File: config.mk
export PLATFORM = sky130hd
export DESIGN_NAME = vga_pattern_gen
export DESIGN_NICKNAME = d
export VERILOG_FILES = /design/src/rtl/vga_pattern_gen.sv
export SDC_FILE = /design/constraint.sdc
export NUM_CORES = 1
export LEC_CHECK = 0
export BUFFER_PORTS_ARGS = -buffer_cell sky130_fd_sc_hd__buf_2
export CORE_MARGIN = 2
export CORE_UTILIZATION = 52
export CTS_CLUSTER_SIZE = 28
export DETAILED_ROUTE_END_ITERATION = 16
export GPL_ROUTABILITY_DRIVEN = 0
export GPL_TIMING_DRIVEN = 1
export PLACE_DENSITY = 0.79
export SLEW_MARGIN = 5
export SYNTH_ARGS = -nofsm -noshare
export SYNTH_HDL_FRONTEND = slang
export SYNTH_SLANG_ARGS = --single-unit
File: constraint.sdc
create_clock -name clk -period 4.6 [get_ports clk]
set_input_delay 0.46 -clock clk [delete_from_list [all_inputs] [get_ports clk]]
set_output_delay 0.46 -clock clk [all_outputs]
set_load 0.02 [all_outputs]
File: src/rtl/vga_pattern_gen.sv
// vga_pattern_gen: pixel source placed directly after the VGA timing generator.
// It renders one of four test patterns through a fixed two-stage pipeline, so
// rgb lags disp_ena/col/row by exactly two clocks.
//
// Ports:
//   clk        pixel clock, rising edge
//   rst_n      asynchronous active-low reset
//   disp_ena   active-video flag from the timing generator
//   col, row   active-area coordinates; ignored while disp_ena is low
//   mode_req   requested pattern (0 solid, 1 bars, 2 checker, 3 moving box)
//   solid_rgb  {R,G,B} colour for the solid pattern and for the box fill
//   rgb        {R,G,B} pixel data; forced to zero outside active video
//   pix_valid  rgb carries an active pixel (disp_ena delayed by two clocks)
//   frame_done one-cycle pulse presented together with the last active pixel
//   frame_cnt  completed-frame count, wraps 255 -> 0
//   mode_act   pattern currently in effect; changes only at end of frame
module vga_pattern_gen #(
   parameter int unsigned H_BITS    = 7,
   parameter int unsigned V_BITS    = 5,
   parameter int unsigned COLS      = 50,
   parameter int unsigned ROWS      = 25,
   parameter int unsigned CH_W      = 4,
   parameter int unsigned BOX_W     = 8,
   parameter int unsigned BOX_H     = 4,
   parameter int unsigned BAR_SHIFT = 3
) (
   input  logic                clk,
   input  logic                rst_n,
   input  logic                disp_ena,
   input  logic [H_BITS-1:0]   col,
   input  logic [V_BITS-1:0]   row,
   input  logic [1:0]          mode_req,
   input  logic [3*CH_W-1:0]   solid_rgb,
   output logic [3*CH_W-1:0]   rgb,
   output logic                pix_valid,
   output logic                frame_done,
   output logic [7:0]          frame_cnt,
   output logic [1:0]          mode_act
);

   localparam int unsigned RGB_W = 3 * CH_W;

   localparam logic [H_BITS-1:0] LAST_COL  = H_BITS'(COLS - 1);
   localparam logic [V_BITS-1:0] LAST_ROW  = V_BITS'(ROWS - 1);
   localparam logic [H_BITS-1:0] BOX_MAX   = H_BITS'(COLS - BOX_W);
   localparam logic [H_BITS:0]   BOX_W_EXT = (H_BITS + 1)'(BOX_W);
   localparam logic [V_BITS-1:0] BOX_H_V   = V_BITS'(BOX_H);
   localparam logic [H_BITS-1:0] BAR_SAT   = H_BITS'(7);

   // Stage 1: registered raster inputs
   logic              s1_ena_q;
   logic [H_BITS-1:0] s1_col_q;
   logic [V_BITS-1:0] s1_row_q;
   logic              s1_eof_q;

   // Frame-level state, updated only when the eof pixel sits in stage 1
   logic [1:0]        mode_act_q;
   logic [7:0]        frame_cnt_q, frame_cnt_d;
   logic [H_BITS-1:0] box_x_q, box_x_d;

   // Stage 2: registered outputs
   logic [RGB_W-1:0]  rgb_q, rgb_d;
   logic              pix_valid_q;
   logic              frame_done_q;

   logic              eof_in;
   logic [H_BITS-1:0] bar_full;
   logic [2:0]        bar;
   logic [H_BITS:0]   box_end;
   logic              in_box;
   logic [RGB_W-1:0]  pat;

   // Out-of-range coordinates never match, so they cannot end a frame
   assign eof_in = disp_ena && (col == LAST_COL) && (row == LAST_ROW);

   always_ff @(posedge clk or negedge rst_n) begin
      if (!rst_n) begin
         s1_ena_q <= 1'b0;
         s1_col_q <= '0;
         s1_row_q <= '0;
         s1_eof_q <= 1'b0;
      end else begin
         s1_ena_q <= disp_ena;
         s1_col_q <= col;
         s1_row_q <= row;
         s1_eof_q <= eof_in;
      end
   end

   always_comb begin
      bar_full = s1_col_q >> BAR_SHIFT;
      bar      = (bar_full > BAR_SAT) ? 3'd7 : bar_full[2:0];
      // One extra bit so the box end cannot wrap near the right edge
      box_end  = {1'b0, box_x_q} + BOX_W_EXT;
      in_box   = (s1_col_q >= box_x_q) && ({1'b0, s1_col_q} < box_end) &&
                 (s1_row_q < BOX_H_V);

      pat = '0;
      unique case (mode_act_q)
         2'd0: pat = solid_rgb;
         2'd1: pat = {{CH_W{bar[2]}}, {CH_W{bar[1]}}, {CH_W{bar[0]}}};
         2'd2: pat = (s1_col_q[2] ^ s1_row_q[2]) ? {RGB_W{1'b1}} : '0;
         2'd3: pat = in_box ? solid_rgb : '0;
      endcase

      rgb_d = s1_ena_q ? pat : '0;
   end

   always_comb begin
      frame_cnt_d = frame_cnt_q + 8'd1;
      box_x_d     = (box_x_q == BOX_MAX) ? '0 : box_x_q + 1'b1;
   end

   // The stage-2 pixel of the eof pixel is rendered on this same edge from the
   // pre-update mode/box, which keeps every frame single-pattern.
   always_ff @(posedge clk or negedge rst_n) begin
      if (!rst_n) begin
         mode_act_q  <= 2'd0;
         frame_cnt_q <= 8'd0;
         box_x_q     <= '0;
      end else if (s1_eof_q) begin
         mode_act_q  <= mode_req;
         frame_cnt_q <= frame_cnt_d;
         box_x_q     <= box_x_d;
      end
   end

   always_ff @(posedge clk or negedge rst_n) begin
      if (!rst_n) begin
         rgb_q        <= '0;
         pix_valid_q  <= 1'b0;
         frame_done_q <= 1'b0;
      end else begin
         rgb_q        <= rgb_d;
         pix_valid_q  <= s1_ena_q;
         frame_done_q <= s1_eof_q;
      end
   end

   assign rgb        = rgb_q;
   assign pix_valid  = pix_valid_q;
   assign frame_done = frame_done_q;
   assign frame_cnt  = frame_cnt_q;
   assign mode_act   = mode_act_q;

endmodule
### Word level (Yosys, flattened, before mapping)

Cells that the tools add are included.

* bits in registers: 45
* latch bits: 0
* RAM bits: 0
* ROM bits: 0
* input port bits: 29
* logic and storage cells: 35
* memories kept: 0

* $add $sub $neg: 3
* $mul: 0
* div/mod/pow operators: 0
* magnitude comparators: 4
* equal/unequal tests: 6
* shift operators: 0
* muxes and demuxes: 6
* bitwise logic cells: 1
* reduce and logical (&&, ||, !) cells: 5

Operators by type and width (count)
* $pmux W12 S4: 1
* $mux W12: 3
* $eq A7 B6 Y1 const B: 2
* $add A7 B4 Y8 const B: 1
* $add A8 B1 Y8 const B: 1
* $lt A7 B8 Y1: 1
* $add A7 B1 Y7 const B: 1
* $ge A7 B7 Y1: 1
* $mux W7: 1
* $eq A5 B5 Y1 const B: 1
* $lt A5 B3 Y1 const B: 1
* $eq A2 B2 Y1 const B: 2
* $gt A4 B3 Y1 const B: 1
* $logic_and A1 B1 Y1: 4
* $mux W3: 1
* $eq A2 B1 Y1 const B: 1
* $logic_not A2 Y1: 1
* $xor A1 B1 Y1: 1

### Depth between registers and ports, before layout

* word-level depth: 7
* depth in mapped cells: 8

### Worst setup path after synthesis

OpenSTA, ideal clock, no wires.

* path type: flip-flop to flip-flop
* start point: register box_x_q[3]
* end point: register rgb_q[10] (netlist: rgb[10])
* library setup time: 0.067 ns
* arrival: 2.024 ns
* required time: 4.533 ns
* slack: 2.509 ns
* stages on the path, launching flop included: 9
* path buffers: 0
* period minus slack after synthesis: 2.091 ns
* cells stage by stage: dfrtp_1 ha_1 xnor2_1 ha_1 and2_1 a221o_1 a21oi_1 and3_4 o221a_1

* cells in the longest elaborated chain, start to end: 7

RTL lines
* start: declaration: RTL line 59 `logic [H_BITS-1:0] box_x_q, box_x_d;`
* start signal: assignment: RTL line 124 `box_x_q <= box_x_d;`
* $add A7 B4 Y8: RTL line 94 `box_end = {1'b0, box_x_q} + BOX_W_EXT;`
* $lt A7 B8 Y1: RTL line 95 `in_box = (s1_col_q >= box_x_q) && ({1'b0, s1_col_q} < box_end) &&`
* $logic_and A1 B1 Y1 * (2 in a row): RTL line 95
* $mux W12 *: RTL line 103 `2'd3: pat = in_box ? solid_rgb : '0;`
* $pmux W12 S4 *: RTL line 99 `unique case (mode_act_q)`
* $mux W12 *: RTL line 106 `rgb_d = s1_ena_q ? pat : '0;`
* named net rgb_d[10]: RTL line 62 `logic [RGB_W-1:0] rgb_q, rgb_d;`
* end signal: assignment: RTL line 134 `rgb_q <= rgb_d;`
* end: declaration: RTL line 62

Mark *: on every way through the listed nets, which the timed path passes. The rest lies on a longest branch.
A chain may end at the register's enable or synchronous reset.

### Worst setup path in the final report

* start point: register box_x_q[3]
* end point: register rgb_q[1] (netlist: rgb[1])

Same word-level chain as after synthesis.

==> impl_results.rst <==
.. list-table::
   :header-rows: 1

   * - Metric
     - Value
   * - Status
     - complete, no violations
   * - Leftover overflow at the end of global routing
     - 0
   * - Area fraction in compound gates after synthesis
     - 0.145
   * - Top area cells in the synthesized netlist
     - sky130_fd_sc_hd__dfrtp_1 (52%), sky130_fd_sc_hd__ha_1 (9.1%), sky130_fd_sc_hd__xnor2_1 (3.8%)
   * - Total Power
     - 709 uW
   * - Number of endpoints with negative hold slack in the final report
     - 0
   * - Path type of the worst setup path
     - reg2reg
   * - Maxcap violations
     - 0
   * - Multiplexer share of the synthesized area
     - 0.0109
   * - Total power per unit cell area
     - 290 mW/mm^2
   * - Core outline area
     - about 0.0037 sq mm
   * - Period Utilization, post-route
     - 0.499
   * - Summed instance area of the synthesized netlist
     - slightly above 0.002 sq mm
   * - Final layout net count
     - around 290
   * - Sequential element share of the synthesized area
     - 0.522
   * - Count of buffers inserted at the top-level ports
     - 52
   * - DR DRC count
     - 0
   * - Maximum number of pins on one net before global-route repair
     - 44
   * - Main synth FF type
     - sky130_fd_sc_hd__dfrtp_1
   * - Die area
     - approximately 0.0045 sq mm
   * - Post-cts resize count
     - 0
   * - ANT cells
     - 0
   * - Routed wire per std cell
     - 14.0 microns
   * - Storage element area
     - around 0.0011 sq mm
   * - Post-Synth Adder-Cell Area
     - 0.0910
   * - CP Launch Point
     - box_x_q[3]
   * - Largest area contributor in the synthesized netlist
     - sky130_fd_sc_hd__dfrtp_1
   * - Min-Delay Startpoint
     - row[4]
   * - Headroom to the max-slew limit
     - 0.398
   * - Series of cell instances along the critical path
     - ha_1 > xnor2_1 > ha_1 > and2_1 > a221o_1 > a21oi_1 > nand2_1 > o2bb2ai_1
   * - Clock input transition at the sequential cells of the worst setup and hold paths
     - 0.08 ns
   * - Clock tree from TritonCTS
     - built
   * - Number of buffers inserted by post-CTS setup repair
     - 0
   * - R2r endpoint
     - rgb[1]
   * - Share of synthesized flip-flops with an asynchronous set or reset
     - 1.00
   * - Area growth, synth to finish
     - 18.6%
   * - Post-synthesis net count
     - 232
   * - Worst slack at placement
     - approximately 2.3 ns
   * - Final Slew Violations
     - 0
   * - Clock net sink count
     - 43
   * - XOR/XNOR Fraction of Synth Area
     - 0.0510
   * - End of the critical path
     - rgb[1]
   * - Crit end category
     - flop
   * - Count of unique library cells instantiated by Yosys
     - 38
   * - Main combinational cell family by area after synthesis
     - simple AND/OR/NAND/NOR gates
   * - H-tree depth
     - 2
   * - Vias per Instance
     - 5.62
   * - Top-count cell post-synth
     - sky130_fd_sc_hd__dfrtp_1
   * - Maximum VDD drop
     - approximately 0.26 mV
   * - Number of rows in the core area
     - 22
   * - Overall routed net length
     - just over 4000 microns
   * - Effective utilization at floorplan
     - 0.551
   * - Crit path arrival time
     - about 2.5 ns
   * - Routed Antenna Nets
     - 0
   * - Vias in the first global route
     - around 1600
   * - RSZ-0062 raised after global routing
     - no
   * - FF+latch count, synth
     - 43
   * - Number of flops mapped to enable cells by yosys
     - 0
   * - Overall track demand over capacity in global routing
     - 0.207
   * - Critical Path RT
     - between 4 and 5 ns
   * - Highest net fanout along the worst path
     - 8
   * - Clock root cell
     - sky130_fd_sc_hd__clkbuf_8
   * - Largest delay contributor family on the critical path
     - compound AO/OA/AOI/OAI gates
   * - Setup TNS Final
     - 0 ns
   * - Area occupied by multi-input gates
     - approximately 910 sq um
   * - Die extent in y
     - between 60 and 70 microns
   * - Number of placed I/O pins
     - 53
   * - Number of buffers and inverters on the critical path
     - 0
   * - Delay of the slowest cell on the worst path
     - ~0.45 ns
   * - Fillers
     - about 320
   * - Mean cell area of the mapped netlist
     - roughly 11 sq um
   * - Later-pin clock latency in the skew report
     - ~0.30 ns
   * - Starting DRT DRC Count
     - 110
   * - Post-CTS Hold Fix Bufs
     - 0
   * - TritonCTS Buffers
     - 5
   * - Worst reg2reg path startpoint
     - box_x_q[3]
   * - Detailed-placement wirelength estimate
     - 3020 microns
   * - Simple-Gate Fraction of Synth Area
     - 0.146
   * - Reg2Reg Setup Slack
     - between 2 and 2.5 ns
   * - Number of cells on the worst reg-to-reg path
     - 8
   * - Count of yosys warnings during synthesis
     - 0
   * - Crit path top cell by count
     - sky130_fd_sc_hd__ha_1
   * - Clock skew
     - between 0.004 and 0.005 ns
   * - Worst Hold Class
     - in2reg
   * - Ratio of cells with drive above 1 in the final layout
     - 0.264
   * - Number of antenna violations at the first check in global routing
     - 0
   * - Number of vias after detailed routing
     - between 1500 and 2000
   * - 1st-pass router iterations
     - 4
   * - Maximum clock frequency
     - ~0.44 GHz
   * - Slowest cell on crit path
     - sky130_fd_sc_hd__dfrtp_1
   * - Final critical-path required period
     - between 2 and 2.5 ns
   * - Worst setup slack after layout
     - between 2 and 2.5 ns
   * - Wire length of the first global-routing pass
     - approximately 7000 microns
   * - Commonest cells in the synthesized netlist
     - sky130_fd_sc_hd__dfrtp_1 (43), sky130_fd_sc_hd__ha_1 (15), sky130_fd_sc_hd__nand3_1 (15)
   * - Number of buffers on the longest clock path
     - 2
   * - Slew at the pin closest to its max-slew limit
     - between 0.9 and 1 ns
   * - Final Setup Violations
     - 0
   * - Leakage power
     - ~0.0012 uW
   * - Area share of the largest cell type after synthesis
     - 0.522
   * - Die W
     - between 60 and 70 microns
   * - WP depth
     - 8
   * - Post-Synthesis Cells
     - between 150 and 200
   * - Element type at the critical path start
     - flop
-- layout by cell type, fill, tap and decap left out, drive strengths merged, types with 2 or more instances in the layout --
cell,n
o31a,2
a31oi,2
nand4,4
clkinvlp,2
dfrtp,43
mux2,2
buf,52
xor2,3
o211ai,5
a21o,4
o21ai,11
nand3,15
o2bb2ai,4
xnor2,9
inv,12
nor2b,2
nand2,10
o221a,4
nor2,13
a221o,2
nor3,5
clkbuf,5
ha,15
and3,3
a21oi,3
-- worst min path at each step --
stage	endpoint	depth (start not counted)
after floorplan	box_x_q[0]	0
after global placement	frame_cnt[7]	1
after detailed placement	frame_cnt[7]	1
after CTS	s1_ena_q	1
after global routing	s1_row_q[4]	1
final	s1_row_q[4]	1
-- final cells by class --
cell class,instances,share of cell area
Clock inverter,3,0.00972
Tap cell,48,0.0246
Inverter,11,0.0169
Multi-Input combinational cell,128,0.374
Timing Repair Buffer,52,0.106
Sequential cell,43,0.440
Clock buffer,5,0.0281
-- per-stage QoR --
stage	hold WS (ns)	instances	area (sq um)	utilization
floorplan	0.164	188	2060	-
global placement	0.450	282	2350	0.628
detailed placement	0.458	282	2350	0.628
CTS	0.268	290	2440	0.653
global route	0.259	290	2440	0.653
finish	0.276	290	2440	0.653
-- routing by layer --
metal | up-vias | GRT usage | routed length [microns]
met4 | 0 | 0.0765 | 51
li1 | 788 | - | -
met2 | 66 | 0.343 | 1930
met1 | 770 | 0.256 | 1760
met3 | 5 | 0.0608 | 318
met5 | - | 0 | 0
-- cells by family after synthesis --
kind of cell,Yosys count
adder cells (fa/ha/maj),15
XOR/XNOR,12
buffers and inverters,17
AND/OR/NAND/NOR,58
flip-flops,43
AO/OA/AOI/OAI,41
multiplexers,2
-- power by group --
part	internal (uW)	total, uW	leakage, uW	switching (uW)
sequential	390	398	0.000549	8.11
combinational	29.3	69.5	0.000593	40.2
clock	108	242	0.0000408	133
-- registers in the layout, summed over array words and instances, names as in the netlist --
register    cells
box_x_q         7
frame_cnt       8
frame_done      1
mode_act        2
pix_valid       1
rgb            12
s1_col_q        7
s1_ena_q        1
s1_eof_q        1
s1_row_q        3
(Power assumes the default switching activity.)
